File: src/rtl/branch_predictor_pkg.sv
`default_nettype none
// +----------------------------------------------------------------------------+
// | branch_predictor_pkg                                                       |
// | Shared counter encodings, instruction size and PC slicing helpers.         |
// | Revision: 1.0                                                              |
// +----------------------------------------------------------------------------+
package branch_predictor_pkg;

    localparam logic [1:0] SNT = 2'b00;
    localparam logic [1:0] WNT = 2'b01;
    localparam logic [1:0] WT  = 2'b10;
    localparam logic [1:0] ST  = 2'b11;

    localparam int unsigned INSTR_BYTES = 4;

    // Helpers work on a 64-bit view of the PC; callers size the result down.
    function automatic logic [63:0] pc_index(input logic [63:0] pc, input int index_bits);
        return (pc >> 2) & ((64'd1 << index_bits) - 64'd1);
    endfunction

    function automatic logic [63:0] pc_tag(input logic [63:0] pc, input int index_bits);
        return pc >> (index_bits + 2);
    endfunction

endpackage
`default_nettype wire

File: src/rtl/branch_predictor_sat_counter2.sv
`default_nettype none
// +----------------------------------------------------------------------------+
// | sat_counter2                                                               |
// | Next-state logic of a 2-bit saturating up/down counter.                    |
// | Revision: 1.0                                                              |
// +----------------------------------------------------------------------------+
module sat_counter2
    import branch_predictor_pkg::*;
(
    input  logic [1:0] i_cnt,
    input  logic       i_inc,
    output logic [1:0] o_cnt
);

    always_comb begin
        o_cnt = i_cnt;
        if (i_inc) begin
            if (i_cnt != ST) o_cnt = i_cnt + 2'd1;
        end else begin
            if (i_cnt != SNT) o_cnt = i_cnt - 2'd1;
        end
    end

endmodule
`default_nettype wire

File: src/rtl/branch_predictor.sv
`default_nettype none
// +----------------------------------------------------------------------------+
// | branch_predictor                                                           |
// | Direct-mapped direction/target predictor trained by execute resolution.    |
// | Revision: 1.0                                                              |
// +----------------------------------------------------------------------------+
module branch_predictor
    import branch_predictor_pkg::*;
#(
    parameter int PC_WIDTH   = 64,
    parameter int INDEX_BITS = 4,
    parameter int CNT_WIDTH  = 32
) (
    input  logic                 clk,
    input  logic                 reset,
    input  logic [PC_WIDTH-1:0]  if_pc,
    output logic                 pred_hit,
    output logic                 pred_taken,
    output logic [PC_WIDTH-1:0]  pred_target,
    input  logic                 ex_valid,
    input  logic                 ex_branch,
    input  logic [PC_WIDTH-1:0]  ex_pc,
    input  logic                 ex_taken,
    input  logic [PC_WIDTH-1:0]  ex_target,
    input  logic                 ex_pred_taken,
    input  logic [PC_WIDTH-1:0]  ex_pred_target,
    output logic                 mispredict,
    output logic [PC_WIDTH-1:0]  redirect_pc,
    output logic [CNT_WIDTH-1:0] branch_count,
    output logic [CNT_WIDTH-1:0] mispredict_count
);

    localparam int c_ENTRIES = 1 << INDEX_BITS;
    localparam int c_TAG_W   = PC_WIDTH - INDEX_BITS - 2;

    logic                r_valid  [c_ENTRIES];
    logic [c_TAG_W-1:0]  r_tag    [c_ENTRIES];
    logic [PC_WIDTH-1:0] r_target [c_ENTRIES];
    logic [1:0]          r_cnt    [c_ENTRIES];

    logic [CNT_WIDTH-1:0] r_branch_count;
    logic [CNT_WIDTH-1:0] r_mispredict_count;

    logic [INDEX_BITS-1:0] w_if_idx;
    logic [c_TAG_W-1:0]    w_if_tag;
    logic [INDEX_BITS-1:0] w_ex_idx;
    logic [c_TAG_W-1:0]    w_ex_tag;
    logic                  w_upd;
    logic                  w_ex_hit;
    logic [1:0]            w_cnt_nxt;

    assign w_if_idx = INDEX_BITS'(pc_index(64'(if_pc), INDEX_BITS));
    assign w_if_tag = c_TAG_W'(pc_tag(64'(if_pc), INDEX_BITS));
    assign w_ex_idx = INDEX_BITS'(pc_index(64'(ex_pc), INDEX_BITS));
    assign w_ex_tag = c_TAG_W'(pc_tag(64'(ex_pc), INDEX_BITS));

    // Lookup reads registered state only, so a same-cycle update is not bypassed.
    assign pred_hit    = r_valid[w_if_idx] && (r_tag[w_if_idx] == w_if_tag);
    assign pred_taken  = pred_hit && r_cnt[w_if_idx][1];
    assign pred_target = pred_taken ? r_target[w_if_idx]
                                    : if_pc + PC_WIDTH'(INSTR_BYTES);

    assign w_upd      = ex_valid && ex_branch;
    assign w_ex_hit   = r_valid[w_ex_idx] && (r_tag[w_ex_idx] == w_ex_tag);
    assign mispredict = w_upd && ((ex_taken != ex_pred_taken) ||
                                  (ex_taken && (ex_pred_target != ex_target)));
    assign redirect_pc = ex_taken ? ex_target : ex_pc + PC_WIDTH'(INSTR_BYTES);

    sat_counter2 u_sat_counter2 (
        .i_cnt (r_cnt[w_ex_idx]),
        .i_inc (ex_taken),
        .o_cnt (w_cnt_nxt)
    );

    always_ff @(posedge clk) begin
        if (reset) begin
            for (int i = 0; i < c_ENTRIES; i++) begin
                r_valid[i] <= 1'b0;
                r_cnt[i]   <= WNT;
            end
        end else if (w_upd) begin
            if (w_ex_hit) begin
                r_cnt[w_ex_idx] <= w_cnt_nxt;
                if (ex_taken) r_target[w_ex_idx] <= ex_target;
            end else if (ex_taken) begin
                // Allocation evicts whatever aliased entry held this index.
                r_valid[w_ex_idx]  <= 1'b1;
                r_tag[w_ex_idx]    <= w_ex_tag;
                r_target[w_ex_idx] <= ex_target;
                r_cnt[w_ex_idx]    <= WT;
            end
        end
    end

    always_ff @(posedge clk) begin
        if (reset) begin
            r_branch_count     <= '0;
            r_mispredict_count <= '0;
        end else begin
            if (w_upd && (r_branch_count != '1))
                r_branch_count <= r_branch_count + 1'b1;
            if (mispredict && (r_mispredict_count != '1))
                r_mispredict_count <= r_mispredict_count + 1'b1;
        end
    end

    assign branch_count     = r_branch_count;
    assign mispredict_count = r_mispredict_count;

endmodule
`default_nettype wire

File: config.mk
export PLATFORM = sky130hd
export DESIGN_NAME = branch_predictor
export DESIGN_NICKNAME = d
export VERILOG_FILES = /design/src/rtl/branch_predictor_pkg.sv /design/src/rtl/branch_predictor_sat_counter2.sv /design/src/rtl/branch_predictor.sv
export SDC_FILE = /design/constraint.sdc
export NUM_CORES = 2
export LEC_CHECK = 0
export CORE_ASPECT_RATIO = 0.75
export CORE_MARGIN = 10
export CORE_UTILIZATION = 49
export CTS_BUF_LIST = sky130_fd_sc_hd__clkbuf_4
export DETAILED_ROUTE_END_ITERATION = 12
export PLACE_DENSITY_LB_ADDON = 0.08
export SETUP_SLACK_MARGIN = 0.2
export SYNTH_ARGS = -nofsm -noshare
export SYNTH_HDL_FRONTEND = slang
export SYNTH_SLANG_ARGS = --single-unit
File: constraint.sdc
create_clock -name clk -period 10.84 [get_ports clk]
set_input_delay 1.626 -clock clk [delete_from_list [all_inputs] [get_ports clk]]
set_output_delay 1.626 -clock clk [all_outputs]
set_load 0.03 [all_outputs]
-- Word level (Yosys, flattened, before mapping)
Memories as Yosys holds them, arrays and structs flattened.
Index checks and enable logic that the tools add are counted.
- RAM bits: 2000
- latch bits: 0
- ROM bits: 0
- bits of input ports: 262
- bits in registers: 64
- memories kept: 4
- memory list (name ; depth ; width ; rd ports ; clocked after memory_dff ; wr ports ; line ; RTL):
    r_target ; 16 ; 64 ; 1 ; 0 ; 1 ; branch_predictor.sv:38 ; logic [PC_WIDTH-1:0] r_target [c_ENTRIES];
    r_tag ; 16 ; 58 ; 2 ; 0 ; 1 ; branch_predictor.sv:37 ; logic [c_TAG_W-1:0] r_tag [c_ENTRIES];
    r_cnt ; 16 ; 2 ; 2 ; 0 ; 16 ; branch_predictor.sv:39 ; logic [1:0] r_cnt [c_ENTRIES];
    r_valid ; 16 ; 1 ; 2 ; 0 ; 16 ; branch_predictor.sv:36 ; logic r_valid [c_ENTRIES];
- reductions and logical operators: 12
- mux-type cells: 28
- equal/unequal tests: 7
- bitwise operators: 2
- order comparisons: 0
- add/subtract/negate cells: 6
- shift operators: 0
- multiply operators: 0
- div/mod/pow operators: 0
- operator list (kind ; number):
    64-bit 2-to-1 mux ; 3
    64-bit by 3-bit adder with 64-bit output, second input constant ; 2
    58-bit equality test ; 2
    32-bit by 1-bit adder with 32-bit output, second input constant ; 2
    32-bit inequality test, second input constant ; 2
    64-bit inequality test ; 1
    1-bit 2-to-1 mux ; 18
    2-bit 2-to-1 mux ; 5
    1-bit logical AND ; 8
    4-bit 2-to-1 mux ; 2
    2-bit by 1-bit adder with 2-bit output, second input constant ; 1
    2-bit inequality test, second input constant ; 1
    1-bit bitwise OR ; 2
    2-bit nonzero test ; 1
    2-bit OR reduction ; 1
    2-bit by 1-bit subtractor with 2-bit output, second input constant ; 1
    1-bit logical OR ; 1
    1-bit inequality test ; 1
    1-bit OR reduction ; 1

-- Longest topological paths before layout
An unclocked memory read counts as a cell.
- depth after elaboration: 10
- mapped depth: 18
- depth with buffers taken out: 11

-- By module
From an unflattened synthesis, not the netlist that was laid out.
- cell total of the unflattened synthesis: 5014
- area total of the unflattened synthesis: 92716.4 µm²
- modules (own cells, without submodules) (module ; seq. area each (µm²) ; cells each ; area an instance (µm²) ; times used):
    branch_predictor ; 61178.7 ; 5011 ; 92690.1 ; 1
    sat_counter2 ; 0.0 ; 3 ; 26.3 ; 1

-- Worst setup path before layout
OpenSTA, ideal clock, no wires.
- path type: input -> register
- start: input ex_pc[3]
- end: memory r_tag[12][0] (netlist bit) (enable)
- path slack: 1779 ps
- path buffers: 6
- setup time: 548 ps
- data arrival time: 8514 ps
- stages: 14
- cells stage by stage: buf_2 -> buf_1 -> clkbuf_1 -> buf_2 -> clkbuf_1 -> mux4_2 -> a221oi_1 -> xnor2_1 -> nor4_1 -> o211ai_1 -> or4_1 -> clkbuf_1 -> nand2_1 -> nor3_1
- longest elaborated chain between the ends: 7
- ends and longest elaborated chain (element ; line ; RTL):
    from (decl) ; branch_predictor.sv:22 ; input logic [PC_WIDTH-1:0] ex_pc,
    memory 16 x 58 bit ; - ;
    58-bit equality test ; branch_predictor.sv:64 ; assign w_ex_hit = r_valid[w_ex_idx] && (r_tag[w_ex_idx] == w_ex_tag);
    1-bit logical AND ; branch_predictor.sv:64 ;
    1-bit 2-to-1 mux ; branch_predictor.sv:82 ; if (w_ex_hit) begin
    1-bit 2-to-1 mux ; branch_predictor.sv:81 ; end else if (w_upd) begin
    1-bit 2-to-1 mux ; branch_predictor.sv:76 ; if (reset) begin
    1-bit 2-to-1 mux (not written as such) ; branch_predictor.sv:88 ; r_tag[w_ex_idx] <= w_ex_tag;
    to (decl) ; branch_predictor.sv:37 ;
Parallel ways exist; a longest one is shown, timed or not.

-- Final worst setup path
- start: input if_pc[3]
- end: output pred_target[14]
- longest elaborated chain between the ends: 5
- ends and longest elaborated chain (element ; line ; RTL):
    from (decl) ; branch_predictor.sv:16 ; input logic [PC_WIDTH-1:0] if_pc,
    parallel branches: the longest is 4 deep, another holds 64-bit by 3-bit adder with 64-bit output ; - ;
    64-bit 2-to-1 mux (*) ; branch_predictor.sv:60 ; assign pred_target = pred_taken ? r_target[w_if_idx]
    to (decl) ; branch_predictor.sv:19 ; output logic [PC_WIDTH-1:0] pred_target,
Every way passes the cells marked *.

==> impl_metrics.toml <==
[grt]
grt-ovfl-total = 0
grt_pass1_wl_um = 456000
antenna_found_initial = 31
grt_max_degree = 109
grt_usage_pct = 31.5
first_global_vias = 56500

[logic_synthesis]
postSynth.asyncResetShare_pct = 0
yosys.cell_types.count = 81
avgSynthCellArea_um2 = 18.2
yosys_warnings = 0
synth_area_leaders = "edfxtp_1 64%, mux4_2 18%, mux2i_1 2.3%, dfxtp_1 1.7%, xor2_1 1.6%"
synth_common_cells = "1984 x edfxtp_1, 747 x mux4_2, 313 x nand2_1"
synthFlopType = "edfxtp_1"
ys_seq_area_share_pct = 65.8
synth_top_area_share_pct = 64.1
synth_most_common_cell = "edfxtp_1"
syn-num-nets = 5375
ys_seq_elements = 2064
synth_area_um2 = 93000
yosysTopAreaCell = "edfxtp_1"
synth_edf_count = 1984
synth_cells = 5106

[power]
pwr-share-comb_pct = 9.8
pwr_density_cell_nw_per_um2 = 158
clkPwrFrac_pct = 38.6
p_switching_mw = 4.26
leakagePower_nw = 35.0
power.total_mw = 17.0
p_sw_share_pct = 25.0
ir_worst_vdd_uv = 105
p_int_mw = 12.8
p_seq_share_pct = 51.6

[timing]
clock.fmax_mhz = 106
tightest_slew_ps = 1280
setup_viol = 0
slew_viol_final = 0
fin_tns_setup_ps = 0
fin_crit_ps = 9420
finalCritPeriodShare_pct = 86.9
max_slew_margin_pct = 14.2
rsz0062_at_grt = "false"
holdWs_ps = 482
finalHoldViolCount = 0
finClkSkew_ps = 74.1

[routing]
wl_um = 333000
wl_met1_um = 131000
met2_length_um = 143000
wl_per_cell_um = 37.6
first_pass_iters = 9
via_per_inst = 6.61
vias = 58600
first_iter_violations = 8605
dr_wl_met3_um = 43000
ant_nets = 0
route.top_layer_used = "met5"
drc = 0

[flow_run]
cap_violations = 0

[worst_setup_path]
rr_worst_depth = 9
required_ps = 9210
cpMostUsedCell = "buf_4"
critPathKind = "input port to output port"
end_kind = "output port"
crit_path_cell_trace = "buf_8, buf_4, and2_2, buf_4, a221oi_1, xnor2_1, a41oi_1, nor4_1, nand4_1, nor4b_4, buf_12, nand2_1, o21ai_0, clkdlybuf4s50_1"
crit_path_max_fanout = 108
slowest_stage = "clkdlybuf4s50_1"
critPathMaxStageDelay_ps = 830
cp.arrival_ps = 7790
start_kind = "input port"

[floorplan]
coreArea_um2 = 189000
io_pins = 457
die_h_um = 397
dieWidth_um = 523
start_util_pct = 49.3
fp.dieArea_um2 = 208000
rows = 138

[clock_network]
clkTransAtPathRegs_ps = 60
clk_latency_ps = 1330
cts-hold-fix-buffers = 0
cts_tree = "built"
cts_setup_buffers = 0
cts_sinks = 2064
cts_max_level = 6
cts_root_buf = "clkbuf_4"
cts.repair.resized = 0
numCtsBuffers = 536
clockBufferDepth = 4

[place]
gp_congestion = 1.04
dp_hpwl_um = 215000
numPortBuffers = 456

[layout]
layout-drive-gt1-share_pct = 29.4
fillers = 14600
fin_nets = 6256
area_growth_pct = 15.7

[min_path]
worstHoldPathType = "register to register"
whs_path_depth = 1

[outcome]
status = "complete, no violations"
registers in the layout (all words and copies together), names as in the netlist:
name              flops
r_cnt                32
branch_count         32
r_valid              16
mispredict_count     32
r_target           1024
r_tag               928
critical path, delay by kind of cell:
kind | cells | cell delay, ps
AO/OA/AOI/OAI | 3 | 860
AND/OR/NAND/NOR | 5 | 1990
XOR/XNOR | 1 | 360
buffers and inverters | 5 | 2630
metrics by stage:
step | worst slack, ps | cell area [um2] | utilization, % | std cells
2_1_floorplan | 1780 | 93000 | - | 5106
3_3_place_gp | 1610 | 101000 | 53.6 | 7969
3_5_place_dp | 1650 | 101000 | 53.6 | 7969
4_1_cts | 1630 | 108000 | 57.0 | 8847
5_1_grt | 1370 | 108000 | 57.0 | 8864
6_report | 1420 | 108000 | 57.0 | 8868
layer usage:
metal  up-vias  GRT usage [%]
li1      23100              -
met1     30600           45.3
met2      4278           44.2
met3       675           9.91
met4        14           13.7
met5         -              0
layout by cell type (no fill, tap or decap), types with 22 or more instances in the layout:
cell | netlist | routed
nor4_1 | 31 | 31
mux2i_1 | 216 | 216
clkdlybuf4s50_1 | 0 | 447
a22oi_1 | 40 | 40
mux4_1 | 22 | 22
edfxtp_1 | 1984 | 1984
clkbuf_4 | 0 | 758
xor2_1 | 168 | 168
mux2_2 | 45 | 45
buf_4 | 2 | 203
nor3_1 | 46 | 43
nand2_1 | 313 | 313
and3_1 | 53 | 37
inv_1 | 47 | 47
xnor2_1 | 161 | 161
dfxtp_1 | 80 | 80
clkinv_1 | 0 | 85
nor2_1 | 168 | 162
nand4_1 | 67 | 67
o21ai_0 | 143 | 143
nand3_1 | 108 | 108
a21oi_1 | 37 | 36
mux4_2 | 747 | 747
worst paths after layout:
| check | from | slack (ps) | endpoint |
|---|---|---|---|
| max | if_pc[3] | 1420 | pred_target[14] |
| min | r_valid[6] | 480 | r_valid[6] |
| max reg2reg | r_tag[7][12] | 5340 | r_cnt[11][0] |
| min reg2reg | r_valid[6] | 480 | r_valid[6] |
cell type report:
class,instances,area [um2],area share [%]
flip-flops and latches,2064,61200,56.9
repair buffers,667,6300,5.85
diodes,21,52.6,0.0488
well taps,2520,3150,2.93
multi-input cells,2669,30300,28.2
clock buffers,758,5690,5.29
inverters,49,194,0.180
clock inverters,120,671,0.623
power by group through the flow:
stage               clock network (mW)  logic, mW  registers [mW]
floorplan                            0      0.828            8.95
global placement                     0       1.63            8.95
detailed placement                   0       1.63            8.95
CTS                               6.66       1.64            8.78
global route                      7.12       1.71            8.78
finish                            6.56       1.67            8.78
logic make-up after synthesis:
kind of cell	Yosys count	synth area share, %
AOI/OAI and AO/OA	389	2.83
xor gates and xnor gates	329	3.10
adders and majority gates	7	0.0942
buffers and inverters	373	1.78
DFF	2064	65.8
muxes	1030	21.6
and+or+nand+nor	914	4.81
Note: power is estimated with default switching activity, not from simulation.
